[config.mk]
export PLATFORM = sky130hd
export DESIGN_NAME = dlsc_pcie_s6_inbound_completer_flat
export DESIGN_NICKNAME = d
export VERILOG_FILES = /design/src/rtl/dlsc_pcie_s6_inbound_completer_pkg.sv /design/src/rtl/dlsc_pcie_s6_inbound_completer_if.sv /design/src/rtl/dlsc_pcie_s6_inbound_completer_hdr.sv /design/src/rtl/dlsc_pcie_s6_inbound_completer.sv /design/src/flat_wrapper.sv
export SDC_FILE = /design/constraint.sdc
export NUM_CORES = 1
export LEC_CHECK = 0
export BUFFER_PORTS_ARGS = -buffer_cell sky130_fd_sc_hd__buf_2
export CAP_MARGIN = 20
export CORE_ASPECT_RATIO = 0.75
export CORE_MARGIN = 3
export CORE_UTILIZATION = 51
export DETAILED_ROUTE_END_ITERATION = 6
export PLACE_DENSITY = 0.87
export RECOVER_POWER = 100
export SLEW_MARGIN = 20
export SYNTH_ARGS = -nofsm -noshare
export SYNTH_HDL_FRONTEND = slang
export SYNTH_SLANG_ARGS = --single-unit
[constraint.sdc]
create_clock -name clk -period 5.45 [get_ports clk]
set_input_delay 0.545 -clock clk [delete_from_list [all_inputs] [get_ports clk]]
set_output_delay 0.545 -clock clk [all_outputs]
set_load 0.05 [all_outputs]
[src/rtl/dlsc_pcie_s6_inbound_completer_pkg.sv]
// +--------------------------------------------------------------------------+
// | dlsc_pcie_s6_pkg: shared TLP, status, AXI response and FSM definitions   |
// | Rev 1.0                                                                  |
// +--------------------------------------------------------------------------+
`default_nettype none

package dlsc_pcie_s6_pkg;

  localparam logic [2:0] FMT_CPL    = 3'b000;
  localparam logic [2:0] FMT_CPLD   = 3'b010;
  localparam logic [4:0] TYPE_CPL   = 5'b01010;

  localparam logic [2:0] CPL_SC     = 3'b000;
  localparam logic [2:0] CPL_UR     = 3'b001;
  localparam logic [2:0] CPL_CA     = 3'b100;

  localparam logic [1:0] AXI_OKAY   = 2'b00;
  localparam logic [1:0] AXI_EXOKAY = 2'b01;
  localparam logic [1:0] AXI_SLVERR = 2'b10;
  localparam logic [1:0] AXI_DECERR = 2'b11;

  typedef enum logic [2:0] {
    ST_IDLE  = 3'd0,
    ST_H0    = 3'd1,
    ST_H1    = 3'd2,
    ST_H2    = 3'd3,
    ST_DATA  = 3'd4,
    ST_DRAIN = 3'd5
  } cpl_state_t;

  // EXOKAY has no meaning for a read completion, so it is reported as abort.
  function automatic logic [2:0] resp_to_status(input logic [1:0] resp);
    case (resp)
      AXI_OKAY:   return CPL_SC;
      AXI_DECERR: return CPL_UR;
      default:    return CPL_CA;
    endcase
  endfunction

endpackage

`default_nettype wire

[src/rtl/dlsc_pcie_s6_inbound_completer_if.sv]
// +--------------------------------------------------------------------------+
// | dlsc_pcie_s6_inbound_completer_if: requester, header, data and TX buses  |
// | Rev 1.0                                                                  |
// +--------------------------------------------------------------------------+
`default_nettype none

interface dlsc_pcie_s6_inbound_completer_if;

  logic        req_ready;
  logic        req_valid;
  logic [15:0] req_id;
  logic [7:0]  req_tag;
  logic [2:0]  req_tc;
  logic [1:0]  req_attr;

  logic        cpl_h_ready;
  logic        cpl_h_valid;
  logic [6:0]  cpl_h_addr;
  logic [9:0]  cpl_h_len;
  logic [11:0] cpl_h_bytes;
  logic        cpl_h_last;
  logic [1:0]  cpl_h_resp;

  logic        cpl_d_ready;
  logic        cpl_d_valid;
  logic [31:0] cpl_d_data;
  logic        cpl_d_last;

  logic        tx_ready;
  logic        tx_valid;
  logic [31:0] tx_data;
  logic        tx_last;

  modport slave (
    output req_ready, cpl_h_ready, cpl_d_ready, tx_valid, tx_data, tx_last,
    input  req_valid, req_id, req_tag, req_tc, req_attr,
    input  cpl_h_valid, cpl_h_addr, cpl_h_len, cpl_h_bytes, cpl_h_last, cpl_h_resp,
    input  cpl_d_valid, cpl_d_data, cpl_d_last, tx_ready
  );

  modport master (
    input  req_ready, cpl_h_ready, cpl_d_ready, tx_valid, tx_data, tx_last,
    output req_valid, req_id, req_tag, req_tc, req_attr,
    output cpl_h_valid, cpl_h_addr, cpl_h_len, cpl_h_bytes, cpl_h_last, cpl_h_resp,
    output cpl_d_valid, cpl_d_data, cpl_d_last, tx_ready
  );

endinterface

`default_nettype wire

[src/rtl/dlsc_pcie_s6_inbound_completer_hdr.sv]
// +--------------------------------------------------------------------------+
// | dlsc_pcie_s6_inbound_completer_hdr: builds completion header DW0..DW2    |
// | Rev 1.0                                                                  |
// +--------------------------------------------------------------------------+
`default_nettype none

module dlsc_pcie_s6_inbound_completer_hdr
  import dlsc_pcie_s6_pkg::*;
(
  input  logic [15:0] cpl_id,
  input  logic [15:0] req_id,
  input  logic [7:0]  req_tag,
  input  logic [2:0]  req_tc,
  input  logic [1:0]  req_attr,
  input  logic [6:0]  addr,
  input  logic [9:0]  len,
  input  logic [11:0] bytes,
  input  logic [2:0]  status,
  output logic [31:0] dw0,
  output logic [31:0] dw1,
  output logic [31:0] dw2,
  output logic        is_cpld
);

  always_comb begin
    is_cpld = (status == CPL_SC);
    // fmt, type, R, TC, R, TD, EP, attr, AT, length
    dw0 = {is_cpld ? FMT_CPLD : FMT_CPL, TYPE_CPL, 1'b0, req_tc, 4'b0000,
           1'b0, 1'b0, req_attr, 2'b00, is_cpld ? len : 10'd0};
    dw1 = {cpl_id, status, 1'b0, bytes};
    dw2 = {req_id, req_tag, 1'b0, addr};
  end

endmodule

`default_nettype wire

[src/rtl/dlsc_pcie_s6_inbound_completer.sv]
// +--------------------------------------------------------------------------+
// | dlsc_pcie_s6_inbound_completer: completion TLP generator (Spartan-6)     |
// | DLSC_PCIE_S6_INBOUND_COMPLETER_REGISTER_EN adds a TX register slice.     |
// | Rev 1.0                                                                  |
// +--------------------------------------------------------------------------+
`default_nettype none

module dlsc_pcie_s6_inbound_completer
  import dlsc_pcie_s6_pkg::*;
#(
  parameter int unsigned CHECK_LEN = 1
) (
  input  logic        clk,
  input  logic        rst_n,
  input  logic [15:0] cpl_id,
  dlsc_pcie_s6_inbound_completer_if.slave bus,
  output logic        err_len
);

  cpl_state_t  state, state_nxt;
  logic [6:0]  hdr_addr;
  logic [9:0]  hdr_len;
  logic [11:0] hdr_bytes;
  logic        hdr_last;
  logic [2:0]  hdr_status;
  logic        drop;

  logic        latch, drop_set, drop_clr, d_pop;
  logic        h_pop, r_pop, d_rdy;
  logic        core_valid, core_ready, core_last;
  logic [31:0] core_data;
  logic [31:0] dw0, dw1, dw2;
  logic        is_cpld;

  dlsc_pcie_s6_inbound_completer_hdr u_hdr (
    .cpl_id   (cpl_id),
    .req_id   (bus.req_id),
    .req_tag  (bus.req_tag),
    .req_tc   (bus.req_tc),
    .req_attr (bus.req_attr),
    .addr     (hdr_addr),
    .len      (hdr_len),
    .bytes    (hdr_bytes),
    .status   (hdr_status),
    .dw0      (dw0),
    .dw1      (dw1),
    .dw2      (dw2),
    .is_cpld  (is_cpld)
  );

  always_ff @(posedge clk or negedge rst_n) begin
    if (!rst_n) begin
      state      <= ST_IDLE;
      drop       <= 1'b0;
      hdr_addr   <= '0;
      hdr_len    <= '0;
      hdr_bytes  <= '0;
      hdr_last   <= 1'b0;
      hdr_status <= CPL_SC;
    end else begin
      state <= state_nxt;
      if (drop_set)      drop <= 1'b1;
      else if (drop_clr) drop <= 1'b0;
      if (latch) begin
        hdr_addr   <= bus.cpl_h_addr;
        hdr_len    <= bus.cpl_h_len;
        hdr_bytes  <= bus.cpl_h_bytes;
        hdr_last   <= bus.cpl_h_last;
        hdr_status <= resp_to_status(bus.cpl_h_resp);
      end
    end
  end

  always_comb begin
    state_nxt  = state;
    core_valid = 1'b0;
    core_data  = '0;
    core_last  = 1'b0;
    h_pop      = 1'b0;
    r_pop      = 1'b0;
    d_rdy      = 1'b0;
    d_pop      = 1'b0;
    latch      = 1'b0;
    drop_set   = 1'b0;
    drop_clr   = 1'b0;
    case (state)
      ST_IDLE: begin
        if (bus.cpl_h_valid && bus.req_valid) begin
          latch = 1'b1;
          // Remaining segments of a failed request are swallowed without a TLP.
          if (drop) begin
            h_pop     = 1'b1;
            r_pop     = bus.cpl_h_last;
            drop_clr  = bus.cpl_h_last;
            state_nxt = ST_DRAIN;
          end else begin
            state_nxt = ST_H0;
          end
        end
      end
      ST_H0: begin
        core_valid = 1'b1;
        core_data  = dw0;
        if (core_ready) state_nxt = ST_H1;
      end
      ST_H1: begin
        core_valid = 1'b1;
        core_data  = dw1;
        if (core_ready) state_nxt = ST_H2;
      end
      ST_H2: begin
        core_valid = 1'b1;
        core_data  = dw2;
        core_last  = !is_cpld;
        if (core_ready) begin
          h_pop     = 1'b1;
          r_pop     = hdr_last;
          drop_set  = !is_cpld && !hdr_last;
          state_nxt = is_cpld ? ST_DATA : ST_DRAIN;
        end
      end
      ST_DATA: begin
        core_valid = bus.cpl_d_valid;
        core_data  = bus.cpl_d_data;
        core_last  = bus.cpl_d_last;
        d_rdy      = core_ready;
        d_pop      = bus.cpl_d_valid && core_ready;
        if (d_pop && bus.cpl_d_last) state_nxt = ST_IDLE;
      end
      ST_DRAIN: begin
        d_rdy = 1'b1;
        d_pop = bus.cpl_d_valid;
        if (d_pop && bus.cpl_d_last) state_nxt = ST_IDLE;
      end
      default: state_nxt = ST_IDLE;
    endcase
  end

  assign bus.req_ready   = r_pop;
  assign bus.cpl_h_ready = h_pop;
  assign bus.cpl_d_ready = d_rdy;

  generate
    if (CHECK_LEN != 0) begin : g_len_check
      logic [9:0] cnt;
      logic [9:0] cnt_inc;
      assign cnt_inc = cnt + 10'd1;
      // Wrapping 10-bit count makes a header length of 0 match 1024 DWs.
      always_ff @(posedge clk or negedge rst_n) begin
        if (!rst_n) begin
          cnt     <= '0;
          err_len <= 1'b0;
        end else begin
          if (latch)      cnt <= '0;
          else if (d_pop) cnt <= cnt_inc;
          if (d_pop && (bus.cpl_d_last != (cnt_inc == hdr_len))) err_len <= 1'b1;
        end
      end
    end else begin : g_no_len_check
      assign err_len = 1'b0;
    end
  endgenerate

`ifdef DLSC_PCIE_S6_INBOUND_COMPLETER_REGISTER_EN
  logic        out_valid, out_last, skid_valid, skid_last;
  logic [31:0] out_data, skid_data;

  assign core_ready = !skid_valid;

  always_ff @(posedge clk or negedge rst_n) begin
    if (!rst_n) begin
      out_valid  <= 1'b0;
      out_last   <= 1'b0;
      out_data   <= '0;
      skid_valid <= 1'b0;
      skid_last  <= 1'b0;
      skid_data  <= '0;
    end else if (!out_valid || bus.tx_ready) begin
      if (skid_valid) begin
        out_valid  <= 1'b1;
        out_data   <= skid_data;
        out_last   <= skid_last;
        skid_valid <= 1'b0;
      end else begin
        out_valid  <= core_valid;
        out_data   <= core_data;
        out_last   <= core_last;
      end
    end else if (core_valid && !skid_valid) begin
      skid_valid <= 1'b1;
      skid_data  <= core_data;
      skid_last  <= core_last;
    end
  end

  assign bus.tx_valid = out_valid;
  assign bus.tx_data  = out_data;
  assign bus.tx_last  = out_last;
`else
  assign core_ready   = bus.tx_ready;
  assign bus.tx_valid = core_valid;
  assign bus.tx_data  = core_data;
  assign bus.tx_last  = core_last;
`endif

endmodule

`default_nettype wire

[src/flat_wrapper.sv]
// flat-port wrapper written by rule: the top's interface ports become plain ports
module dlsc_pcie_s6_inbound_completer_flat import dlsc_pcie_s6_pkg::*;
#(
  parameter int unsigned CHECK_LEN = 1
)
  (clk, rst_n, cpl_id, err_len, bus_req_ready, bus_cpl_h_ready, bus_cpl_d_ready, bus_tx_valid, bus_tx_data, bus_tx_last, bus_req_valid, bus_req_id, bus_req_tag, bus_req_tc, bus_req_attr, bus_cpl_h_valid, bus_cpl_h_addr, bus_cpl_h_len, bus_cpl_h_bytes, bus_cpl_h_last, bus_cpl_h_resp, bus_cpl_d_valid, bus_cpl_d_data, bus_cpl_d_last, bus_tx_ready);
  dlsc_pcie_s6_inbound_completer_if bus_i ();
  input  logic clk;
  input  logic rst_n;
  input  logic [15:0] cpl_id;
  output logic err_len;
  output wire logic [$bits(bus_i.req_ready)-1:0] bus_req_ready;
  output wire logic [$bits(bus_i.cpl_h_ready)-1:0] bus_cpl_h_ready;
  output wire logic [$bits(bus_i.cpl_d_ready)-1:0] bus_cpl_d_ready;
  output wire logic [$bits(bus_i.tx_valid)-1:0] bus_tx_valid;
  output wire logic [$bits(bus_i.tx_data)-1:0] bus_tx_data;
  output wire logic [$bits(bus_i.tx_last)-1:0] bus_tx_last;
  input wire logic [$bits(bus_i.req_valid)-1:0] bus_req_valid;
  input wire logic [$bits(bus_i.req_id)-1:0] bus_req_id;
  input wire logic [$bits(bus_i.req_tag)-1:0] bus_req_tag;
  input wire logic [$bits(bus_i.req_tc)-1:0] bus_req_tc;
  input wire logic [$bits(bus_i.req_attr)-1:0] bus_req_attr;
  input wire logic [$bits(bus_i.cpl_h_valid)-1:0] bus_cpl_h_valid;
  input wire logic [$bits(bus_i.cpl_h_addr)-1:0] bus_cpl_h_addr;
  input wire logic [$bits(bus_i.cpl_h_len)-1:0] bus_cpl_h_len;
  input wire logic [$bits(bus_i.cpl_h_bytes)-1:0] bus_cpl_h_bytes;
  input wire logic [$bits(bus_i.cpl_h_last)-1:0] bus_cpl_h_last;
  input wire logic [$bits(bus_i.cpl_h_resp)-1:0] bus_cpl_h_resp;
  input wire logic [$bits(bus_i.cpl_d_valid)-1:0] bus_cpl_d_valid;
  input wire logic [$bits(bus_i.cpl_d_data)-1:0] bus_cpl_d_data;
  input wire logic [$bits(bus_i.cpl_d_last)-1:0] bus_cpl_d_last;
  input wire logic [$bits(bus_i.tx_ready)-1:0] bus_tx_ready;
  assign bus_req_ready = bus_i.req_ready;
  assign bus_cpl_h_ready = bus_i.cpl_h_ready;
  assign bus_cpl_d_ready = bus_i.cpl_d_ready;
  assign bus_tx_valid = bus_i.tx_valid;
  assign bus_tx_data = bus_i.tx_data;
  assign bus_tx_last = bus_i.tx_last;
  assign bus_i.req_valid = bus_req_valid;
  assign bus_i.req_id = bus_req_id;
  assign bus_i.req_tag = bus_req_tag;
  assign bus_i.req_tc = bus_req_tc;
  assign bus_i.req_attr = bus_req_attr;
  assign bus_i.cpl_h_valid = bus_cpl_h_valid;
  assign bus_i.cpl_h_addr = bus_cpl_h_addr;
  assign bus_i.cpl_h_len = bus_cpl_h_len;
  assign bus_i.cpl_h_bytes = bus_cpl_h_bytes;
  assign bus_i.cpl_h_last = bus_cpl_h_last;
  assign bus_i.cpl_h_resp = bus_cpl_h_resp;
  assign bus_i.cpl_d_valid = bus_cpl_d_valid;
  assign bus_i.cpl_d_data = bus_cpl_d_data;
  assign bus_i.cpl_d_last = bus_cpl_d_last;
  assign bus_i.tx_ready = bus_tx_ready;
  dlsc_pcie_s6_inbound_completer #(.CHECK_LEN(CHECK_LEN)) u_core (.clk(clk), .rst_n(rst_n), .cpl_id(cpl_id), .bus(bus_i), .err_len(err_len));
endmodule
==> metrics.md <==
| Metric | Value |
|---|---|
| WL per Instance | `16.9 um` |
| Number of global-route vias before repair | `between 3,000 and 4,000` |
| Setup crit end kind | `output pin` |
| Post-synth cell types | `56` |
| Critical Path AT | `3850 ps` |
| Top delay family on crit path | `simple AND/OR/NAND/NOR gates` |
| Min cycle time layout | `4390 ps` |
| Mapped Nets | `roughly 460` |
| RSZ-0062 raised after global routing | `no` |
| Max_cap viols | `2` |
| Max Fanout on Critical Path | `37` |
| Die area | `0.00731 mm^2` |
| Max-slew violations | `76` |
| DRT iter0 DRCs | `~210` |
| Clock latency on the worst-skew pair | `300 ps` |
| Placer Congestion | `around 0.95` |
| Simple-gate area share of the yosys netlist | `0.171` |
| Detail Route Antenna Nets | `0` |
| Setup TNS Final | `0 ps` |
| Main combinational cell family by area after synthesis | `compound AO/OA/AOI/OAI gates` |
| Synthesized cell area | `0.00322 mm^2` |
| Die boundary width | `slightly below 100 um` |
| First-pass GRT wire length | `about 14,000 um` |
| Ys async rst share | `1.00` |
| Layout net count | `596` |
| Total GRT Usage | `0.240` |
| Total grt overflow | `0` |
| Worst Path Required | `4910 ps` |
| Initial Util | `0.541` |
| DR pass1 iterations | `5` |
| Gate Count Post-Synth | `roughly 350` |
| Peak Freq | `0.228 GHz` |
| EDFF count, synth | `0` |
| Status | `finished with violations` |
| XOR/XNOR share of the synthesized area | `0.0326` |
| Multiplexer share of the synthesized area | `0.124` |
| Delay of the slowest critical-path stage | `approximately 1400 ps` |
| Tcrit/Tclk final | `0.806` |
| Min-delay worst type | `in -> reg` |
| Worst-path clk slew | `90 ps` |
| Failing checks | `max-capacitance violations, max-slew violations` |
| Relative slew slack | `-0.619` |
| CTS tree | `yes` |
| Leakage | `around 0.0017 uW` |
| CTS Buf Count | `5` |
| Post-cts gate resize count | `0` |
| Post-synthesis compound-gate area fraction | `0.241` |
| Antenna diodes | `0` |
| VDD IR max | `465 uV` |
| YS warnings | `0` |
| Hold_buf cts | `0` |
| Die Span Y | `74.8 um` |
| Cell row count | `24` |
| Initial antenna violation count | `0` |
| Worst Path Buf+Inv | `1` |
| PD cells | `604 mW/mm^2` |
| Via count | `3,312` |
| Crit-path slowest cell | `nor2_1` |
| Setup Skew | `7.90 ps` |
| Filler cell count | `approximately 530` |
| Max Buffers Root-to-Sink | `2` |
| # H-tree levels | `2` |
| IO Pins | `154` |
| Setup bufs post-CTS | `0` |
| DRC | `0` |
| Avg Synthesized Cell Area | `between 9 and 10 um^2` |
| Routed WL | `9400 um` |
| Area delta synth->final | `23.1%` |
| Core area | `0.00595 mm^2` |
| Prevailing post-synth register cell | `dfrtp_1` |
| Post-route cell area | `0.00396 mm^2` |
| Final-report setup violation count | `0` |
| Vias per inst | `between 5 and 6` |
| #FFs+latches synth | `47` |
| Sink Count | `47` |
| Post-layout total power | `2390 uW` |
| CP Class | `reg -> out` |
| Layout cells sized above 1 | `0.351` |
| CP cell instances | `nand2_1 > nor2_1 > a22oi_1 > o21ai_0 > clkbuf_1` |
| Largest net degree at the start of global routing | `48` |
| Worst setup SP type | `register` |
| Adder-Cell Fraction of Synth Area | `0.00777` |
| Slew @ Worst Pin | `about 2400 ps` |
| Hold Fails Final Rpt | `0` |
| DPL Wire Length | `between 7000 and 8000 um` |
| Placed inst area | `slightly below 0.004 mm^2` |
| Number of buffers added on ports | `approximately 150` |
| Register area share after synthesis | `0.365` |
| Root Driver | `clkbuf_8` |
metal layers:
metal | GRT usage | routed length, um | vias to the layer above
met5 | 0 | 0 | -
met4 | 0.0753 | 142 | 0
met3 | 0.0620 | 816 | 17
met2 | 0.404 | 4510 | 162
met1 | 0.312 | 3930 | 1565
li1 | - | - | 1568
cell families after synthesis:
family,Yosys count
mux,36
compound gates,120
xor+xnor,12
flops,47
fa+ha+maj,2
simple gates,98
buf+inv,30
worst reg2reg max path: stages, from the launching register on:
cell	delay, ps
dfrtp_1	1030
nand2_1	230
nor2_1	1360
o21a_1	310
a32o_1	190
synth_stat cells (3+ instances only):
library cell | count | area, um^2
dfrtp_1 | 47 | 1180
o21ai_0 | 40 | 200
a22oi_1 | 38 | 285
mux2_2 | 31 | 349
nand2_1 | 30 | 113
nor2_1 | 15 | 56.3
a21oi_1 | 14 | 70.1
clkbuf_1 | 14 | 52.6
buf_2 | 8 | 40.0
nand3_1 | 7 | 35.0
nand4_1 | 7 | 43.8
xnor2_1 | 7 | 61.3
mux2i_1 | 5 | 50.1
o31ai_1 | 5 | 37.5
xor2_1 | 5 | 43.8
buf_6 | 4 | 45.0
nor3_1 | 4 | 20.0
o22ai_1 | 4 | 25.0
a22o_1 | 3 | 26.3
a31oi_1 | 3 | 18.8
and2_1 | 3 | 18.8
nand2b_1 | 3 | 18.8
nor2b_1 | 3 | 18.8
nor3b_1 | 3 | 22.5
path summary, 6_finish.rpt:
| path | startpoint | to | slack, ps | cells past startpoint |
|---|---|---|---|---|
| hold / removal | bus_cpl_h_bytes[9] | u_core.hdr_bytes[9]$_DFFE_PN0P_ | 470 | 2 |
| max in group asynchronous | rst_n | u_core.g_len_check.cnt[5]$_DFFE_PN0P_ | 3090 | 1 |
| setup / recovery | u_core.state[0]$_DFFE_PN0P_ | bus_tx_data[6] | 1060 | 5 |
| hold reg to reg | u_core.hdr_addr[4]$_DFFE_PN0P_ | u_core.hdr_addr[4]$_DFFE_PN0P_ | 510 | 1 |
| min in group asynchronous | rst_n | u_core.hdr_addr[0]$_DFFE_PN0P_ | 980 | 1 |
| setup reg to reg | u_core.state[0]$_DFFE_PN0P_ | u_core.drop$_DFFE_PN0P_ | 2270 | 4 |
layout by cell type (no fill, tap or decap), types with 14 or more instances in the layout:
cell      instances
mux2_2           30
buf_2           118
nand2_1          30
clkbuf_1         38
nor2_1           15
dfrtp_1          47
a21oi_1          14
o21ai_0          41
a22oi_1          38
registers in the layout, indices dropped and copies added (netlist names):
register,flops
u_core.state,3
u_core.hdr_last,1
u_core.hdr_bytes,12
u_core.hdr_status,2
u_core.hdr_addr,7
u_core.g_len_check.cnt,10
u_core.drop,1
u_core.hdr_len,10
u_core.err_len,1
area by class of cell:
type / count / area, um^2 / share of cell area
clock buffer: 7 / 76.3 / 0.0193
clock inverter: 1 / 5.00 / 0.00126
inverter: 1 / 3.75 / 0.000947
multi-input combinational: 268 / 1870 / 0.472
sequential: 47 / 1180 / 0.297
tap: 78 / 97.6 / 0.0246
timing repair buffer: 155 / 733 / 0.185
power by group:
group	internal, uW	switching [uW]
clock	90.2	114
sequential	491	199
combinational	450	1050
per-stage QoR:
stage	util	setup slack, ps	hold slack [ps]	instances
detailed placement	0.661	2200	499	549
global route	0.667	776	460	557
floorplan	-	2550	249	345
global placement	0.661	2340	486	549
finish	0.667	1060	466	557
CTS	0.675	1860	449	557
(Power assumes the default switching activity.)
